==> src/rtl/evp_fsm_if.sv <==
// Bus between the polynomial evaluator and its surroundings: instruction start,
// N/S RAM read ports and the result/status handoff.
interface evp_fsm_if #(
   parameter int word_size = 16,
   parameter int n_size    = 8,
   parameter int s_size    = 88
);
   logic                          start_evp;
   logic [$clog2(n_size)-1:0]     A;
   logic signed [word_size-1:0]   x;
   logic [4:0]                    rd_data_N;
   logic signed [word_size-1:0]   rd_data_S;
   logic                          en_rd_N;
   logic [$clog2(n_size)-1:0]     rd_addr_N;
   logic                          en_rd_S;
   logic [$clog2(s_size)-1:0]     rd_addr_S;
   logic                          done_evp;
   logic signed [31:0]            result;
   logic [31:0]                   status;

   modport master (
      output start_evp, A, x, rd_data_N, rd_data_S,
      input  en_rd_N, rd_addr_N, en_rd_S, rd_addr_S, done_evp, result, status
   );

   modport slave (
      input  start_evp, A, x, rd_data_N, rd_data_S,
      output en_rd_N, rd_addr_N, en_rd_S, rd_addr_S, done_evp, result, status
   );
endinterface

==> src/rtl/evp_fsm.sv <==
// Polynomial evaluator: fetches slot A's coefficient count and coefficients from
// the shared N/S RAMs and evaluates them at x with Horner's method (32-bit wrap).
module evp_fsm #(
   parameter int word_size = 16,
   parameter int n_size    = 8,
   parameter int s_size    = 88
) (
   input logic     clk,
   input logic     rst,
   evp_fsm_if.slave bus
);
   localparam int AW_N  = $clog2(n_size);
   localparam int AW_S  = $clog2(s_size);
   localparam int MAX_N = 11;

   typedef enum logic [2:0] {IDLE, RD_N, CHK_N, LOAD, MAC, ERR, DONE} state_t;

   state_t                      state;
   logic [AW_S-1:0]             base;
   logic signed [word_size-1:0] x_q;
   logic [3:0]                  idx;
   logic signed [31:0]          acc;
   logic signed [31:0]          acc_next;
   logic signed [31:0]          result_q;
   logic [31:0]                 status_q;
   logic [1:0]                  err_code;
   logic                        en_n_q;
   logic [AW_N-1:0]             addr_n_q;
   logic                        en_s_q;
   logic [AW_S-1:0]             addr_s_q;
   logic                        done_q;
   logic                        n_ok;
   logic                        chk_rd;

   function automatic logic signed [31:0] sext_w(input logic signed [word_size-1:0] v);
      return {{(32-word_size){v[word_size-1]}}, v};
   endfunction

   // One Horner step, silently wrapped to 32 bits.
   function automatic logic signed [31:0] horner_step(input logic signed [31:0] a,
                                                      input logic signed [word_size-1:0] xv,
                                                      input logic signed [word_size-1:0] c);
      return a * sext_w(xv) + sext_w(c);
   endfunction

   assign n_ok   = (bus.rd_data_N != 5'd0) && (bus.rd_data_N <= 5'(MAX_N));
   assign chk_rd = (state == CHK_N) && n_ok;

   always_comb begin
      acc_next = horner_step(acc, x_q, bus.rd_data_S);
      if (state == LOAD)
         acc_next = sext_w(bus.rd_data_S);
   end

   // The first S read has to go out in the same cycle N arrives from the RAM's
   // output register; every later read is prepared one edge ahead.
   assign bus.en_rd_S   = en_s_q | chk_rd;
   assign bus.rd_addr_S = chk_rd ? base + AW_S'(bus.rd_data_N) - AW_S'(1) : addr_s_q;
   assign bus.en_rd_N   = en_n_q;
   assign bus.rd_addr_N = addr_n_q;
   assign bus.done_evp  = done_q;
   assign bus.result    = result_q;
   assign bus.status    = status_q;

   always_ff @(posedge clk or negedge rst) begin
      if (!rst) begin
         state    <= IDLE;
         base     <= '0;
         x_q      <= '0;
         idx      <= '0;
         acc      <= '0;
         result_q <= '0;
         status_q <= 32'hFFFF_FFFF;
         err_code <= '0;
         en_n_q   <= 1'b0;
         addr_n_q <= '0;
         en_s_q   <= 1'b0;
         addr_s_q <= '0;
         done_q   <= 1'b0;
      end else begin
         en_n_q   <= 1'b0;
         addr_n_q <= '0;
         en_s_q   <= 1'b0;
         addr_s_q <= '0;
         done_q   <= 1'b0;
         case (state)
            IDLE: begin
               if (bus.start_evp) begin
                  base     <= AW_S'(bus.A) * AW_S'(MAX_N);
                  x_q      <= bus.x;
                  en_n_q   <= 1'b1;
                  addr_n_q <= bus.A;
                  state    <= RD_N;
               end
            end
            RD_N: state <= CHK_N;
            CHK_N: begin
               if (n_ok) begin
                  idx <= 4'(bus.rd_data_N - 5'd1);
                  if (bus.rd_data_N >= 5'd2) begin
                     en_s_q   <= 1'b1;
                     addr_s_q <= base + AW_S'(bus.rd_data_N) - AW_S'(2);
                  end
                  state <= LOAD;
               end else begin
                  err_code <= (bus.rd_data_N == 5'd0) ? 2'd1 : 2'd2;
                  state    <= ERR;
               end
            end
            LOAD, MAC: begin
               acc <= acc_next;
               if (idx == 4'd0) begin
                  result_q <= acc_next;
                  status_q <= 32'd0;
                  done_q   <= 1'b1;
                  state    <= DONE;
               end else begin
                  idx <= idx - 4'd1;
                  if (idx >= 4'd2) begin
                     en_s_q   <= 1'b1;
                     addr_s_q <= base + AW_S'(idx) - AW_S'(2);
                  end
                  state <= MAC;
               end
            end
            ERR: begin
               result_q <= '0;
               status_q <= 32'(err_code);
               done_q   <= 1'b1;
               state    <= DONE;
            end
            DONE:    state <= IDLE;
            default: state <= IDLE;
         endcase
      end
   end
endmodule
==> src/flat_wrapper.sv <==
// flat-port wrapper written by rule: the top's interface ports become plain ports
module evp_fsm_flat 
#(
   parameter int word_size = 16,
   parameter int n_size    = 8,
   parameter int s_size    = 88
)
  (clk, rst, bus_start_evp, bus_A, bus_x, bus_rd_data_N, bus_rd_data_S, bus_en_rd_N, bus_rd_addr_N, bus_en_rd_S, bus_rd_addr_S, bus_done_evp, bus_result, bus_status);
  evp_fsm_if #(.word_size(word_size), .n_size(n_size), .s_size(s_size)) bus_i ();
  input logic clk;
  input logic rst;
  input wire logic [$bits(bus_i.start_evp)-1:0] bus_start_evp;
  input wire logic [$bits(bus_i.A)-1:0] bus_A;
  input wire logic [$bits(bus_i.x)-1:0] bus_x;
  input wire logic [$bits(bus_i.rd_data_N)-1:0] bus_rd_data_N;
  input wire logic [$bits(bus_i.rd_data_S)-1:0] bus_rd_data_S;
  output wire logic [$bits(bus_i.en_rd_N)-1:0] bus_en_rd_N;
  output wire logic [$bits(bus_i.rd_addr_N)-1:0] bus_rd_addr_N;
  output wire logic [$bits(bus_i.en_rd_S)-1:0] bus_en_rd_S;
  output wire logic [$bits(bus_i.rd_addr_S)-1:0] bus_rd_addr_S;
  output wire logic [$bits(bus_i.done_evp)-1:0] bus_done_evp;
  output wire logic [$bits(bus_i.result)-1:0] bus_result;
  output wire logic [$bits(bus_i.status)-1:0] bus_status;
  assign bus_i.start_evp = bus_start_evp;
  assign bus_i.A = bus_A;
  assign bus_i.x = bus_x;
  assign bus_i.rd_data_N = bus_rd_data_N;
  assign bus_i.rd_data_S = bus_rd_data_S;
  assign bus_en_rd_N = bus_i.en_rd_N;
  assign bus_rd_addr_N = bus_i.rd_addr_N;
  assign bus_en_rd_S = bus_i.en_rd_S;
  assign bus_rd_addr_S = bus_i.rd_addr_S;
  assign bus_done_evp = bus_i.done_evp;
  assign bus_result = bus_i.result;
  assign bus_status = bus_i.status;
  evp_fsm #(.word_size(word_size), .n_size(n_size), .s_size(s_size)) u_core (.clk(clk), .rst(rst), .bus(bus_i));
endmodule
==> config.mk <==
export PLATFORM = sky130hd
export DESIGN_NAME = evp_fsm_flat
export DESIGN_NICKNAME = d
export VERILOG_FILES = /design/src/rtl/evp_fsm_if.sv /design/src/rtl/evp_fsm.sv /design/src/flat_wrapper.sv
export SDC_FILE = /design/constraint.sdc
export NUM_CORES = 1
export LEC_CHECK = 0
export CAP_MARGIN = 20
export CORE_UTILIZATION = 55
export DETAILED_ROUTE_END_ITERATION = 16
export PLACE_DENSITY_LB_ADDON = 0.05
export SLEW_MARGIN = 30
export SYNTH_ARGS = -nofsm -noshare
export SYNTH_HDL_FRONTEND = slang
export SYNTH_SLANG_ARGS = --single-unit
==> constraint.sdc <==
create_clock -name clk -period 6.8 [get_ports clk]
set_clock_uncertainty 0.15 [all_clocks]
set_input_delay 1.36 -clock clk [delete_from_list [all_inputs] [get_ports clk]]
set_output_delay 1.36 -clock clk [all_outputs]
set_load 0.01 [all_outputs]
==> results of run 1 <==
-- layer usage --
metal,global-route usage,part of all wire
met1,0.398,0.42
met2,0.520,0.51
met3,0.0337,0.048
met4,0.0617,0.017
met5,0,0
-- per-stage QoR --
step | setup slack [ns] | hold slack, ns | instances
floorplan | 0.591 | 0.300 | 2011
global placement | -0.240 | 0.318 | 2550
detailed placement | -0.292 | 0.335 | 2550
CTS | 0.0348 | 0.354 | 2566
global route | 0.0207 | 0.369 | 2566
finish | 0.219 | 0.353 | 2566
-- state kept, by name, summed over array words and instances, names as in the netlist --
signal                flops
u_core.x_q               16
u_core.bus.en_rd_N        1
u_core.en_s_q             1
u_core.base               7
u_core.state              3
u_core.addr_s_q           7
u_core.bus.result        32
u_core.bus.status         3
u_core.bus.done_evp       1
u_core.bus.rd_addr_N      3
u_core.idx                4
u_core.acc               32
u_core.err_code           2
-- worst paths after layout --
check                                           from                   end  slack, ns  depth (start not counted)
worst min register to register  u_core.bus.status[1]  u_core.bus.status[1]       0.35                          2
worst max-delay path                   u_core.acc[8]        u_core.acc[31]       0.22                         21
max in group asynchronous                        rst         u_core.x_q[1]       4.29                          2
worst max register to register         u_core.acc[8]        u_core.acc[31]       0.22                         21
worst min-delay path            u_core.bus.status[1]  u_core.bus.status[1]       0.35                          2
min in group asynchronous                        rst    u_core.addr_s_q[4]       0.90                          1
-- cells in the mapped netlist, types with 12 or more instances --
cell	number
a21o_1	18
a21oi_1	69
a221o_1	12
and2_1	164
buf_4	30
clkbuf_1	84
dfrtp_1	109
fa_1	337
ha_1	120
inv_1	428
mux2_2	17
nand2_1	282
nand3_1	26
nor2_1	66
o21ai_0	51
xnor2_1	54
xor2_1	25
-- what timing repair did --
action,CTS,global route
setup endpoints to repair,2,16
pin swaps,0,0
gates resized for setup,1,10
-- worst register-to-register path: stages (launching register included) --
cell	delay, ns
dfrtp_1	0.79
nand2_1	0.19
fa_1	0.56
inv_1	0.06
fa_1	0.44
fa_1	0.53
fa_1	0.46
fa_1	0.50
inv_1	0.05
fa_1	0.47
inv_1	0.04
ha_1	0.29
a21o_1	0.20
a31o_1	0.20
a221o_1	0.38
and2_4	0.18
nor2_2	0.12
a21oi_1	0.10
a211oi_2	0.25
xnor2_1	0.18
buf_4	0.15
a2bb2oi_1	0.18
-- placed cells by master (no fill, tap or decap), types with 9 or more instances in the layout --
master and count:
o21ai_1 10, buf_4 95, nor2_1 66, o21ai_0 51, mux2_2 17, a31oi_1 9
nand2_1 282, a21oi_1 69, xnor2_1 54, a21o_1 18, ha_1 120, clkbuf_16 9
xor2_1 25, inv_1 428, fa_1 337, nand3_1 26, and2_1 164, a221o_1 12
clkdlybuf4s50_1 117, dfrtp_1 100
-- cell families after synthesis --
logic type / after synthesis
flip-flops: 112
buffers and inverters: 548
XOR/XNOR: 79
AND/OR/NAND/NOR: 579
AO/OA/AOI/OAI: 212
multiplexers: 24
adder cells (fa/ha/maj): 457
-- final cells by class --
cell class,instances,area (µm²),share of cell area
flip-flops and latches,112,2820,0.138
repair buffers,217,1980,0.0965
well taps,442,553,0.0270
clock buffers,12,246,0.0120
inverters,428,1610,0.0784
clock inverters,4,31.3,0.00153
multi-input cells,1351,13300,0.647
==> results_dict.tcl, run 1 <==
set metrics [dict create \
    num_rows 66 \
    layout-drive-gt1-share 0.0753 \
    clock_sink_count 112 \
    remaining_drc_errors 0 \
    number_of_enable_flip_flop_cells_after_synthesis 0 \
    aggregate_global_route_resource_usage 0.297 \
    io_buffers 119 \
    synth_xor_xnor_area_share 0.0380 \
    synth_seq_area_share 0.154 \
    die_height_um 184 \
    synth_fp_nets 2511 \
    cts_tree "yes" \
    antenna-diode-count 0 \
    synth_adder_area_share 0.453 \
    largest_net_degree_at_the_start_of_global_routing 61 \
    ys_seq_elements 112 \
    cp_max_fo 14 \
    clk_pin_slew_ns 0.08 \
    grt_overflow_total 0 \
    synth_compound_gate_area_share 0.0720 \
    timing.final.max_slew_violations 0 \
    start_kind "register" \
    period_minus_slack_ns 6.58 \
    die-area_um2 33900 \
    core_um2 32500 \
    layout.cell_area.non_filler_um2 20500 \
    clock_tree.root_cell "clkbuf_16" \
    dpl.hpwl_mm 38.5 \
    drt_pass_1_iters 5 \
    most_used_cell_along_the_critical_path "fa_1" \
    cell_family_with_most_cp_delay "adder cells" \
    cell_with_the_largest_stage_delay_on_the_worst_path "dfrtp_1" \
    synth_cell_types 56 \
    mean_number_of_vias_per_cell 5.36 \
    hp-class "reg -> reg" \
    syn_avg_cell_area_um2 9.06 \
    gp_weighted_congestion 0.882 \
    cts-buffers-inserted 9 \
    critical_path.n_buffers_inverters 4 \
    dr_total_vias 13747 \
    totalWireLength_mm 47.0 \
    yosys-top-cells-area "fa_1 37%, dfrtp_1 15%, inv_1 8.8%" \
    dieWidth_um 184 \
    synthesis.instances 2011 \
    ys_async_sr_fraction 1.00 \
    synth_flop_cell "dfrtp_1" \
    synth_simple_gate_area_frac 0.150 \
    synth_top_cell_area_share 0.370 \
    criticalPathCategory "reg -> reg" \
    holdBufCountCts 0 \
    cts.path.max_buffers 2 \
    area_growth_syn_to_layout_pct 12.4 \
    largest_family_of_logic_cells_by_synthesized_area "adder cells" \
    max_h_tree_level 3 \
    final_nets 2619 \
    worst-endpoint-required_ns 6.91 \
    start_util 0.560 \
    ant_nets 0 \
    crit_arrival_ns 6.69 \
    fmaxAchievable_ghz 0.152 \
    synthesis.area_um2 18200 \
    run_status "finished, final reports clean" \
    totalNegativeSetupSlack_ns 0 \
    utilization 0.630 \
    via_count_of_the_first_global_routing_pass 14407 \
    synth.area.mux_share 0.0144 \
    maximum_capacitance_violations 0 \
    critical_path.max_stage_delay_ns 0.79 \
    synth-warning-count 0 \
    grt_first_pass_wirelength_mm 77.1 \
    period_share 0.968 \
    insertion_delay_ns 0.35 \
    end_kind "register" \
    timing_worst_slew_pin_value_ns 1.08 \
    nFillCells 2865 \
    synth_top_cell_by_area "fa_1" \
    timing.final.setup_violations 0 \
    postPlaceCellArea_um2 20200 \
    number_of_antenna_violations_at_the_first_check_in_global_routing 1 \
    finalHoldViolations 0 \
    timing.slew.headroom 0.280 \
    postCtsSetupBuffers 0 \
    setup_repair_after_global_routing_missed_its_margin "no" \
    path_cells "nand2_1, fa_1, inv_1, fa_1, fa_1, fa_1, fa_1, inv_1, fa_1, inv_1, ha_1, a21o_1, a31o_1, a221o_1, and2_4, nor2_2, a21oi_1, a211oi_2, xnor2_1, buf_4, a2bb2oi_1" \
    io_pins 120 \
    drt_iter0_drcs 725 \
    avgRoutedWirePerCell_um 18.3 \
]
Power of run 1 is not shown: default switching activity piles up to over one toggle a cycle in this logic, so the estimate is an artifact.
==> run 2: changes to the inputs <==
Settings changed: CORE_UTILIZATION 55 to 63, CTS_BUF_LIST from default to sky130_fd_sc_hd__clkbuf_8, CTS_CLUSTER_DIAMETER from default to 40.
==> results_dict.tcl, run 2 (synthesis results as in run 1) <==
set metrics [dict create \
    setup_repair_after_global_routing_missed_its_margin "no" \
    antenna-diode-count 0 \
    period_minus_slack_ns 6.51 \
    core_um2 28100 \
    fin_ws_ns 0.289 \
    holdBufCountCts 0 \
    drt_pass_1_iters 6 \
    timing.final.max_slew_violations 0 \
    dr_total_vias 13708 \
    timing_worst_slew_pin_value_ns 0.784 \
    post-place-ws_ns -0.214 \
    layout_common_cells "428 x inv_1, 337 x fa_1, 281 x nand2_1, 164 x and2_1, 120 x ha_1" \
    worst_hold_margin_ns 0.343 \
    grt_overflow_total 0 \
    run_status "finished, final reports clean" \
    maximum_capacitance_violations 0 \
    gp_weighted_congestion 0.929 \
    utilization 0.718 \
    max_h_tree_level 3 \
    aggregate_global_route_resource_usage 0.330 \
    multi_input_comb_area_um2 13300 \
    hp-class "reg -> reg" \
    finalHoldViolations 0 \
    drt_iter0_drcs 803 \
    final_nets 2598 \
    insertion_delay_ns 0.38 \
    die-area_um2 29600 \
    ant_nets 0 \
    io_pins 120 \
    totalWireLength_mm 45.7 \
    clk_pin_slew_ns 0.12 \
    fmaxAchievable_ghz 0.154 \
    start_kind "register" \
    cts-buffers-inserted 9 \
    via_count_of_the_first_global_routing_pass 14338 \
    timing.final.setup_violations 0 \
    layout.cells.most_common "inv_1" \
    crit_arrival_ns 6.64 \
    io_buffers 119 \
    seqCellArea_um2 2820 \
    num_rows 61 \
    timing.slew.headroom 0.477 \
    r2r_slack_ns 0.29 \
    dieWidth_um 172 \
    start_util 0.649 \
    cts_tree "yes" \
    worst-endpoint-required_ns 6.93 \
    clock_tree.root_cell "clkbuf_8" \
    dpl.hpwl_mm 37.3 \
    largest_net_degree_at_the_start_of_global_routing 67 \
    clock_sink_count 112 \
    die_height_um 172 \
    number_of_antenna_violations_at_the_first_check_in_global_routing 0 \
    cts.path.max_buffers 2 \
    avgRoutedWirePerCell_um 18.4 \
    grt_first_pass_wirelength_mm 74.4 \
    mean_number_of_vias_per_cell 5.53 \
    area_growth_syn_to_layout_pct 10.6 \
    period_share 0.957 \
    cp_max_fo 12 \
    layout-drive-gt1-share 0.0704 \
    totalNegativeSetupSlack_ns 0 \
    criticalPathCategory "reg -> reg" \
    end_kind "register" \
    remaining_drc_errors 0 \
    nFillCells 2199 \
]
==> run 2: changes by cell type in the layout (fill, tap and decap cells not counted), moves of 2 or more <==
cell / change
buf_4: -19
clkbuf_16: -9
clkbuf_8: +9
dfrtp_2: +6
dfrtp_1: -5
buf_12: -3
clkbuf_1: -2
clkinv_4: -2
inv_6: +2
==> run 2: final timing paths <==
path,startpoint,to,depth (start not counted)
setup / recovery,u_core.acc[5],u_core.bus.result[31],22
hold / removal,u_core.err_code[0],u_core.err_code[0],1
setup reg to reg,u_core.acc[5],u_core.bus.result[31],22
hold reg to reg,u_core.err_code[0],u_core.err_code[0],1
max in group asynchronous,rst,u_core.x_q[0],2
min in group asynchronous,rst,u_core.addr_s_q[3],1
==> run 2: through the flow <==
step / cell area (µm²) / cells
floorplan: 18200 / 2011
global placement: 19900 / 2465
detailed placement: 19900 / 2465
CTS: 20100 / 2481
global route: 20200 / 2481
finish: 20200 / 2481
==> run 2: cell type report <==
| cell class | instances | area share |
|---|---|---|
| Clock inverter | 6 | 0.00385 |
| Timing Repair Buffer | 196 | 0.0886 |
| Clock buffer | 10 | 0.00683 |
| Sequential cell | 112 | 0.140 |
| Tap cell | 378 | 0.0235 |
| Inverter | 428 | 0.0797 |
| Multi-Input combinational cell | 1351 | 0.658 |
==> run 2: critical path: stages, from the launching register on <==
cell      delay, ns
dfrtp_1        0.79
nand2_1        0.16
fa_1           0.51
inv_1          0.06
fa_1           0.50
inv_1          0.06
fa_1           0.53
inv_1          0.05
fa_1           0.47
fa_1           0.50
inv_1          0.05
fa_1           0.48
inv_1          0.05
ha_1           0.33
a21oi_1        0.16
o21ai_0        0.13
a221o_1        0.34
and2_4         0.18
nor2_2         0.11
a21oi_1        0.09
a211oi_2       0.25
xnor2_1        0.13
a221o_1        0.33
==> run 2: layer usage <==
layer | routed length [µm] | vias up | global-route usage
met5 | 0 | - | 0
li1 | - | 6184 | -
met2 | 23000 | 475 | 0.567
met1 | 18000 | 6960 | 0.426
met3 | 3210 | 89 | 0.0570
met4 | 1430 | 0 | 0.105
==> run 2: repair_timing <==
item / 4_1_cts / 5_1_grt
endpoints found under the setup margin: 0 / 14
resized for setup: 0 / 15
buffers inserted: 0 / 0
Power of run 2 is left out for the same reason.
